==> src/rtl/stack_seq_pkg.sv <==
// Shared definitions for the stack push/pull sequencer: state encoding,
// stack-mask bit positions and the register-block register numbers.
package stack_seq_pkg;

    typedef enum logic [2:0] {
        ST_IDLE,
        ST_SCAN,
        ST_DEC,
        ST_WR,
        ST_RD,
        ST_WB,
        ST_DONE
    } state_e;

    localparam logic [2:0] STK_CC = 3'd0;
    localparam logic [2:0] STK_A  = 3'd1;
    localparam logic [2:0] STK_B  = 3'd2;
    localparam logic [2:0] STK_DP = 3'd3;
    localparam logic [2:0] STK_X  = 3'd4;
    localparam logic [2:0] STK_Y  = 3'd5;
    localparam logic [2:0] STK_OS = 3'd6;
    localparam logic [2:0] STK_PC = 3'd7;

    localparam logic [3:0] RN_X  = 4'd1;
    localparam logic [3:0] RN_Y  = 4'd2;
    localparam logic [3:0] RN_U  = 4'd3;
    localparam logic [3:0] RN_S  = 4'd4;
    localparam logic [3:0] RN_PC = 4'd5;
    localparam logic [3:0] RN_A  = 4'd8;
    localparam logic [3:0] RN_B  = 4'd9;
    localparam logic [3:0] RN_CC = 4'd10;
    localparam logic [3:0] RN_DP = 4'd11;

    localparam logic PH_LO = 1'b0;
    localparam logic PH_HI = 1'b1;

    // Bit 6 names the stack that is not being used for this sequence.
    function automatic logic [3:0] stk_rn(input logic [2:0] idx, input logic use_s);
        case (idx)
            STK_CC:  return RN_CC;
            STK_A:   return RN_A;
            STK_B:   return RN_B;
            STK_DP:  return RN_DP;
            STK_X:   return RN_X;
            STK_Y:   return RN_Y;
            STK_OS:  return use_s ? RN_U : RN_S;
            default: return RN_PC;
        endcase
    endfunction

    function automatic logic stk_wide(input logic [2:0] idx);
        return idx[2];
    endfunction

endpackage

==> src/rtl/stack_seq_if.sv <==
// Byte-wide memory handshake owned by the sequencer for the whole stacking run.
interface stack_seq_if;
    logic        mem_req;
    logic        mem_we;
    logic [15:0] mem_addr;
    logic [7:0]  mem_wdata;
    logic [7:0]  mem_rdata;
    logic        mem_ack;

    modport master (output mem_req, mem_we, mem_addr, mem_wdata,
                    input  mem_rdata, mem_ack);
    modport slave  (input  mem_req, mem_we, mem_addr, mem_wdata,
                    output mem_rdata, mem_ack);
endinterface

==> src/rtl/stack_pick.sv <==
// Picks the next register from the remaining mask: highest bit for push, lowest for pull.
// Latency: combinational.
// Backpressure: none.
module stack_pick
    import stack_seq_pkg::*;
(
    input  logic [7:0] mask,
    input  logic       push,
    input  logic       use_s,
    output logic [2:0] idx,
    output logic [3:0] rn,
    output logic       wide
);

    always_comb begin
        idx = 3'd0;
        if (push) begin
            for (int i = 0; i < 8; i++) begin
                if (mask[i]) idx = i[2:0];
            end
        end else begin
            for (int i = 7; i >= 0; i--) begin
                if (mask[i]) idx = i[2:0];
            end
        end
        rn   = stk_rn(idx, use_s);
        wide = stk_wide(idx);
    end

endmodule

==> src/rtl/stack_seq.sv <==
// MC6809 push/pull sequencer: walks the postbyte mask and moves registers to/from the stack.
// Latency: push 2 cycles/byte, pull 1 cycle/byte + 1 writeback, +1 per register, +2 per run.
// Backpressure: memory request held stable until mem_ack; start ignored while busy.
module stack_seq
    import stack_seq_pkg::*;
(
    input  logic               clk_in,
    input  logic               rst_n,
    input  logic               start,
    input  logic               push,
    input  logic               use_s,
    input  logic [7:0]         postbyte,
    input  logic [15:0]        reg_su,
    input  logic [15:0]        reg_data,
    stack_seq_if.master        mem,
    output logic [3:0]         reg_addr,
    output logic               write_reg,
    output logic [3:0]         write_reg_addr,
    output logic [15:0]        data_w,
    output logic               inc_su,
    output logic               dec_su,
    output logic               su_sel,
    output logic               busy,
    output logic               done
);

    state_e      state_q, state_d;
    logic [7:0]  mask_q, mask_d;
    logic        push_q, push_d;
    logic        su_sel_q, su_sel_d;
    logic [2:0]  idx_q, idx_d;
    logic [3:0]  rn_q, rn_d;
    logic        wide_q, wide_d;
    logic        phase_q, phase_d;
    logic [15:0] hold_q, hold_d;

    logic [2:0]  pk_idx;
    logic [3:0]  pk_rn;
    logic        pk_wide;

    stack_pick u_pick (
        .mask  (mask_q),
        .push  (push_q),
        .use_s (su_sel_q),
        .idx   (pk_idx),
        .rn    (pk_rn),
        .wide  (pk_wide)
    );

    always_comb begin
        state_d  = state_q;
        mask_d   = mask_q;
        push_d   = push_q;
        su_sel_d = su_sel_q;
        idx_d    = idx_q;
        rn_d     = rn_q;
        wide_d   = wide_q;
        phase_d  = phase_q;
        hold_d   = hold_q;
        case (state_q)
            ST_IDLE: begin
                if (start) begin
                    mask_d   = postbyte;
                    push_d   = push;
                    su_sel_d = use_s;
                    state_d  = ST_SCAN;
                end
            end
            ST_SCAN: begin
                if (mask_q == 8'h00) begin
                    state_d = ST_DONE;
                end else begin
                    idx_d   = pk_idx;
                    rn_d    = pk_rn;
                    wide_d  = pk_wide;
                    // Memory is big-endian, so pushes emit LO first (higher address).
                    phase_d = (push_q || !pk_wide) ? PH_LO : PH_HI;
                    hold_d  = 16'h0000;
                    state_d = push_q ? ST_DEC : ST_RD;
                end
            end
            ST_DEC: state_d = ST_WR;
            ST_WR: begin
                if (mem.mem_ack) begin
                    if (wide_q && phase_q == PH_LO) begin
                        phase_d = PH_HI;
                        state_d = ST_DEC;
                    end else begin
                        mask_d[idx_q] = 1'b0;
                        state_d       = ST_SCAN;
                    end
                end
            end
            ST_RD: begin
                if (mem.mem_ack) begin
                    if (phase_q == PH_HI) hold_d[15:8] = mem.mem_rdata;
                    else                  hold_d[7:0]  = mem.mem_rdata;
                    if (wide_q && phase_q == PH_HI) phase_d = PH_LO;
                    else                            state_d = ST_WB;
                end
            end
            ST_WB: begin
                mask_d[idx_q] = 1'b0;
                state_d       = ST_SCAN;
            end
            ST_DONE: state_d = ST_IDLE;
            default: state_d = ST_IDLE;
        endcase
    end

    always_ff @(posedge clk_in or negedge rst_n) begin
        if (!rst_n) begin
            state_q  <= ST_IDLE;
            mask_q   <= 8'h00;
            push_q   <= 1'b0;
            su_sel_q <= 1'b0;
            idx_q    <= 3'd0;
            rn_q     <= 4'd0;
            wide_q   <= 1'b0;
            phase_q  <= PH_LO;
            hold_q   <= 16'h0000;
        end else begin
            state_q  <= state_d;
            mask_q   <= mask_d;
            push_q   <= push_d;
            su_sel_q <= su_sel_d;
            idx_q    <= idx_d;
            rn_q     <= rn_d;
            wide_q   <= wide_d;
            phase_q  <= phase_d;
            hold_q   <= hold_d;
        end
    end

    always_comb begin
        reg_addr       = 4'd0;
        write_reg      = 1'b0;
        write_reg_addr = 4'd0;
        data_w         = 16'h0000;
        inc_su         = 1'b0;
        dec_su         = 1'b0;
        mem.mem_req    = 1'b0;
        mem.mem_we     = 1'b0;
        mem.mem_addr   = 16'h0000;
        mem.mem_wdata  = 8'h00;
        done           = 1'b0;
        su_sel         = su_sel_q;
        busy           = (state_q != ST_IDLE);
        case (state_q)
            ST_DEC: dec_su = 1'b1;
            ST_WR: begin
                mem.mem_req   = 1'b1;
                mem.mem_we    = 1'b1;
                mem.mem_addr  = reg_su;
                mem.mem_wdata = (phase_q == PH_HI) ? reg_data[15:8] : reg_data[7:0];
                reg_addr      = rn_q;
            end
            ST_RD: begin
                mem.mem_req  = 1'b1;
                mem.mem_addr = reg_su;
                inc_su       = mem.mem_ack;
            end
            ST_WB: begin
                write_reg      = 1'b1;
                write_reg_addr = rn_q;
                data_w         = wide_q ? hold_q : {8'h00, hold_q[7:0]};
            end
            ST_DONE: done = 1'b1;
            default: ;
        endcase
    end

endmodule

==> src/flat_wrapper.sv <==
// flat-port wrapper written by rule: the top's interface ports become plain ports
module stack_seq_flat import stack_seq_pkg::*;
  (clk_in, rst_n, start, push, use_s, postbyte, reg_su, reg_data, reg_addr, write_reg, write_reg_addr, data_w, inc_su, dec_su, su_sel, busy, done, mem_mem_req, mem_mem_we, mem_mem_addr, mem_mem_wdata, mem_mem_rdata, mem_mem_ack);
  stack_seq_if mem_i ();
  input  logic clk_in;
  input  logic rst_n;
  input  logic start;
  input  logic push;
  input  logic use_s;
  input  logic [7:0] postbyte;
  input  logic [15:0] reg_su;
  input  logic [15:0] reg_data;
  output logic [3:0] reg_addr;
  output logic write_reg;
  output logic [3:0] write_reg_addr;
  output logic [15:0] data_w;
  output logic inc_su;
  output logic dec_su;
  output logic su_sel;
  output logic busy;
  output logic done;
  output wire logic [$bits(mem_i.mem_req)-1:0] mem_mem_req;
  output wire logic [$bits(mem_i.mem_we)-1:0] mem_mem_we;
  output wire logic [$bits(mem_i.mem_addr)-1:0] mem_mem_addr;
  output wire logic [$bits(mem_i.mem_wdata)-1:0] mem_mem_wdata;
  input wire logic [$bits(mem_i.mem_rdata)-1:0] mem_mem_rdata;
  input wire logic [$bits(mem_i.mem_ack)-1:0] mem_mem_ack;
  assign mem_mem_req = mem_i.mem_req;
  assign mem_mem_we = mem_i.mem_we;
  assign mem_mem_addr = mem_i.mem_addr;
  assign mem_mem_wdata = mem_i.mem_wdata;
  assign mem_i.mem_rdata = mem_mem_rdata;
  assign mem_i.mem_ack = mem_mem_ack;
  stack_seq u_core (.clk_in(clk_in), .rst_n(rst_n), .start(start), .push(push), .use_s(use_s), .postbyte(postbyte), .reg_su(reg_su), .reg_data(reg_data), .mem(mem_i), .reg_addr(reg_addr), .write_reg(write_reg), .write_reg_addr(write_reg_addr), .data_w(data_w), .inc_su(inc_su), .dec_su(dec_su), .su_sel(su_sel), .busy(busy), .done(done));
endmodule
==> config.mk <==
export PLATFORM = sky130hd
export DESIGN_NAME = stack_seq_flat
export DESIGN_NICKNAME = d
export VERILOG_FILES = /design/src/rtl/stack_seq_pkg.sv /design/src/rtl/stack_seq_if.sv /design/src/rtl/stack_pick.sv /design/src/rtl/stack_seq.sv /design/src/flat_wrapper.sv
export SDC_FILE = /design/constraint.sdc
export NUM_CORES = 1
export LEC_CHECK = 0
export ABC_AREA = 1
export CAP_MARGIN = 20
export CELL_PAD_IN_SITES_DETAIL_PLACEMENT = 1
export CELL_PAD_IN_SITES_GLOBAL_PLACEMENT = 1
export CORE_ASPECT_RATIO = 1.4
export CORE_UTILIZATION = 30
export DETAILED_ROUTE_END_ITERATION = 7
export PLACE_DENSITY_LB_ADDON = 0.25
export SYNTH_ARGS = -nofsm -noshare
export SYNTH_HDL_FRONTEND = slang
export SYNTH_SLANG_ARGS = --single-unit
==> constraint.sdc <==
create_clock -name clk_in -period 4 [get_ports clk_in]
set_input_delay 0.6 -clock clk_in [delete_from_list [all_inputs] [get_ports clk_in]]
set_output_delay 0.6 -clock clk_in [all_outputs]
set_load 0.005 [all_outputs]
* Word level (Yosys, flattened, before mapping)
Index checks and enable logic that the tools add are counted.
W data, S select, Z words.
** Word-level totals
- Register bits after elaboration :: 38
- Word-level logic and storage cells :: 115
- Output and inout port bits :: 56
- Input bits :: 54
** Operators by class
- Eq/ne operators :: 22
- Bitwise operators :: 4
- Order comparisons :: 2
- Multiplexer cells :: 57
- Reductions and logical operators :: 20
** Operators by type and width (count)
- $mux W16 :: 5
- $mux W3 :: 22
- $mux W8 :: 7
- $pmux W16 S2 :: 1
- $pmux W4 S7 :: 1
- $pmux W8 S3 :: 1
- $eq A3 B3 Y1 const B :: 6
- $pmux W3 S6 :: 1
- $reduce_and A4 Y1 :: 4
- $mux W1 :: 14
- $ne A2 B2 Y1 const B :: 7
- $eq A3 B2 Y1 const B :: 4
- $reduce_bool A3 Y1 :: 3
- $and A8 B8 Y8 :: 1
- $logic_not A8 Y1 :: 1
- $mux W4 :: 2
- $not A8 Y8 :: 1
- $eq A3 B1 Y1 const B :: 2
- $logic_not A3 Y1 :: 2
- $ne A2 B1 Y1 const B :: 3
- $reduce_and A6 Y1 :: 1
- $lt A3 B4 Y1 const B :: 1
- $reduce_and A2 Y1 :: 2
- $demux W1 S3 :: 1
- other kinds (9) :: 12

* Longest topological paths before layout
- Depth after elaboration :: 14
- Gate-level depth with buffers :: 15
- Depth with buffers taken out :: 15

* Modules after synthesis
From an unflattened synthesis, not the netlist that was laid out.
** Unflattened totals
- Cells, all modules :: 451
- Area total of the unflattened synthesis :: 2844.0 µm²
** Modules (own cells, without submodules)
- stack_seq :: sequential area each 950.9 µm², instances 1, cells each 392, area an instance 2567.5 µm²
- stack_pick :: sequential area each 0.0 µm², instances 1, cells each 59, area an instance 276.5 µm²

* Worst setup path before layout
Ideal clock, no wire load.
- Path kind :: reg-to-output
- From :: register u_core.state_q[2]
- To :: output mem_mem_addr[10]
- Data arrival time :: 1.283 ns
- Data required time :: 3.400 ns
- Path slack :: 2.117 ns
- Path buffers :: 1
- Stages on the path, launching flop included :: 9
- Path through :: dfrtp_1 -> inv_2 -> nand2_1 -> nor2_4 -> inv_2 -> nand2_1 -> inv_1 -> buf_2 -> nor2_1
** Between the ends
- Cells in the longest elaborated chain, start to end :: 3
** RTL lines
- from (decl) :: RTL line stack_seq.sv:27 : state_e state_q, state_d;
- from (signal assigned) :: RTL line stack_seq.sv:123 : state_q <= state_d;
- $eq A3 B2 Y1 / $eq A3 B3 Y1 (equally long branches) :: RTL line stack_seq.sv:149 : case (state_q)
- $reduce_or A2 Y1 (no line) (*)
- $mux W16 (*) :: RTL line stack_seq.sv:149
- to (decl) :: RTL line flat_wrapper.sv:24 : output wire logic [$bits(mem_i.mem_addr)-1:0] mem_mem_addr;
Mark *: on every way between the ends. The rest lies on a longest branch, timed or not.

* Final worst setup path
- From :: register u_core.state_q[2]
- To :: output mem_mem_addr[5]
The elaborated chain is that of the path after synthesis.

==> flow_summary.json <==
{
  "rsz0062_at_grt": "false",
  "synth_largest_area_cell": "dfrtp_1",
  "root_buffer": "clkbuf_8",
  "yosys-top-cells-count": "nand2_1 (92), inv_1 (84), nor2_1 (64)",
  "synth-main-ff-cell": "dfrtp_1",
  "synth.most_common_cell": "nand2_1",
  "die_area_um2": 8340,
  "die_y_um": 108,
  "placed_area_um2": 3550,
  "grt_max_degree": 38,
  "antenna_cells": 0,
  "drv_cap": 0,
  "overflow": 0,
  "portBuffers": 109,
  "drive_above_1_share_pct": 5.22,
  "hp-class": "in -> async",
  "ir_worst_vdd_v": 0.000197,
  "p_leak_nw": 1.78,
  "numCtsBuffers": 5,
  "finalCritPeriodShare_pct": 77.2,
  "crit_path_max_fanout": 16,
  "synth_top_area_share_pct": 38.7,
  "cts_tree": "built",
  "cts.sinks": 37,
  "final_area_um2": 3640,
  "slew_headroom_pct": 43.2,
  "start_kind": "register",
  "fin_skew_ps": 5.48,
  "fin_crit_ps": 3090,
  "tightest_slew_ps": 851,
  "area_growth_pct": 52.1,
  "first_global_vias": 2770,
  "worstReg2RegEnd": "u_core.mask_q[6]",
  "power_mw": 2.18,
  "timing.rr.start": "u_core.phase_q",
  "vias": 2692,
  "hold_buffers": 0,
  "synth_area_leaders": "dfrtp_1 (39%), nand2_1 (14%), inv_1 (13%)",
  "fillers": 1017,
  "slew_violations": 0,
  "regArea_um2": 926,
  "start_util_pct": 30.9,
  "ys_ff_latch": 37,
  "drt_iter0_markers": 83,
  "drc": 0,
  "routed_via_density": 4.65,
  "path_clk_slew_ps": 80,
  "cts_htree_levels": 2,
  "dp_hpwl_um": 6450,
  "syn_area_um2": 2390,
  "grt_pass1_wl_um": 12700,
  "antenna_left": 0,
  "synth_fp_nets": 425,
  "clock_path_buffers": 2,
  "first_pass_iters": 4,
  "syn_area_per_cell_um2": 6.45,
  "synth_warnings": 0,
  "io_pins": 110,
  "fin_tns_setup_ps": 0,
  "max_freq_mhz": 324,
  "end_kind": "primary output",
  "synth_enable_flop_cells": 0,
  "synthCells": 371,
  "ys_seq_area_share_pct": 38.7,
  "powerDensity_nw_per_um2": 598,
  "whs_ps": 405,
  "critPathRequiredTime_ps": 3400,
  "r2r_slack_ps": 1980,
  "post-cts-setup-buffer-count": 0,
  "clk_latency_ps": 290,
  "setup_viol_count_final": 0,
  "die_w_um": 77.5,
  "gp_congestion": 0.769,
  "hold_viol": 0,
  "multi_input_area_um2": 1090,
  "grt_use_total_pct": 19.3,
  "arrival_ps": 2490,
  "outcome": "finished clean",
  "cts_resized": 0,
  "core_um2": 7750,
  "async_reset_ff_share_pct": 100,
  "grt_antenna_before_repair": 0,
  "final_net_count": 532,
  "crit_type": "reg -> out",
  "placementRows": 38,
  "ys_types": 25,
  "wl_per_cell_um": 13.8,
  "routed_wl_um": 7970,
  "r2r_cells": 5
}
sequential cells by signal (all words and copies together) (netlist names), 2 cells and up:
| register | count |
|---|---|
| u_core.mask_q | 8 |
| u_core.rn_q | 4 |
| u_core.hold_q | 16 |
| u_core.idx_q | 2 |
| u_core.state_q | 3 |
worst max-delay path by stage:
stage / startpoint / end / slack (ps)
after floorplan: u_core.state_q[2] / mem_mem_addr[10] / 2120
after global placement: u_core.state_q[2] / mem_mem_addr[4] / 1350
after detailed placement: u_core.state_q[2] / mem_mem_addr[5] / 1220
after CTS: u_core.state_q[2] / mem_mem_addr[5] / 890
after global routing: u_core.state_q[2] / mem_mem_addr[5] / 710
final: u_core.state_q[2] / mem_mem_addr[5] / 910
placed cells by master, fill, tap and decap left out, types with 2 or more instances in the layout:
cell type / count
a21oi_1: 16
a21oi_4: 2
a22oi_1: 2
clkbuf_8: 5
clkdlybuf4s50_1: 108
clkinv_2: 2
dfrtp_1: 37
inv_1: 84
inv_2: 3
nand2_1: 92
nand3_1: 16
nor2_1: 64
nor2_2: 2
nor2_4: 3
o21ai_0: 22
o21ai_2: 4
o22ai_1: 8
worst max-delay path, stage by stage, from the launching register on:
cell	delay [ps]
dfrtp_1	430
inv_2	110
nand2_1	110
nor2_4	330
inv_2	140
nand2_1	140
inv_1	230
nor2_1	180
clkdlybuf4s50_1	520
metrics by stage:
stage / cells / setup WS [ps] / util (%)
3_3_place_gp: 571 / 1350 / 45.9
6_report: 579 / 913 / 47.0
4_1_cts: 579 / 885 / 47.0
5_1_grt: 579 / 711 / 47.0
3_5_place_dp: 571 / 1220 / 45.9
2_1_floorplan: 371 / 2120 / -
per-layer routing:
metal / wire, um / vias up / global-route usage (%) / part of all wire, %
met1: 3070 / 1297 / 20.2 / 39
met4: 148 / 0 / 6.33 / 1.9
met5: 0 / - / 0 / 0
met2: 4520 / 54 / 38.2 / 57
met3: 234 / 14 / 3.14 / 2.9
li1: - / 1327 / - / -
power by group:
| part | internal [mW] | switching, mW | leakage, nW | total [mW] |
|---|---|---|---|---|
| combinational | 0.511 | 0.792 | 1.25 | 1.30 |
| clock | 0.120 | 0.145 | 0.0439 | 0.265 |
| sequential | 0.509 | 0.100 | 0.482 | 0.609 |
layout make-up:
type / instances / area share, %
clock buffers: 5 / 1.89
clock inverters: 3 / 0.481
inverters: 88 / 9.07
multi-input cells: 237 / 29.9
flip-flops and latches: 37 / 25.4
well taps: 100 / 3.44
repair buffers: 109 / 29.8
cells by family (layout without fill, tap and decap cells):
logic type | Yosys count | count (layout) | share of synthesized area [%]
simple gates | 178 | 178 | 30.0
buf+inv | 97 | 205 | 15.9
compound gates | 59 | 59 | 15.5
flops | 37 | 37 | 38.7
Power figures use the tool's default switching activity.
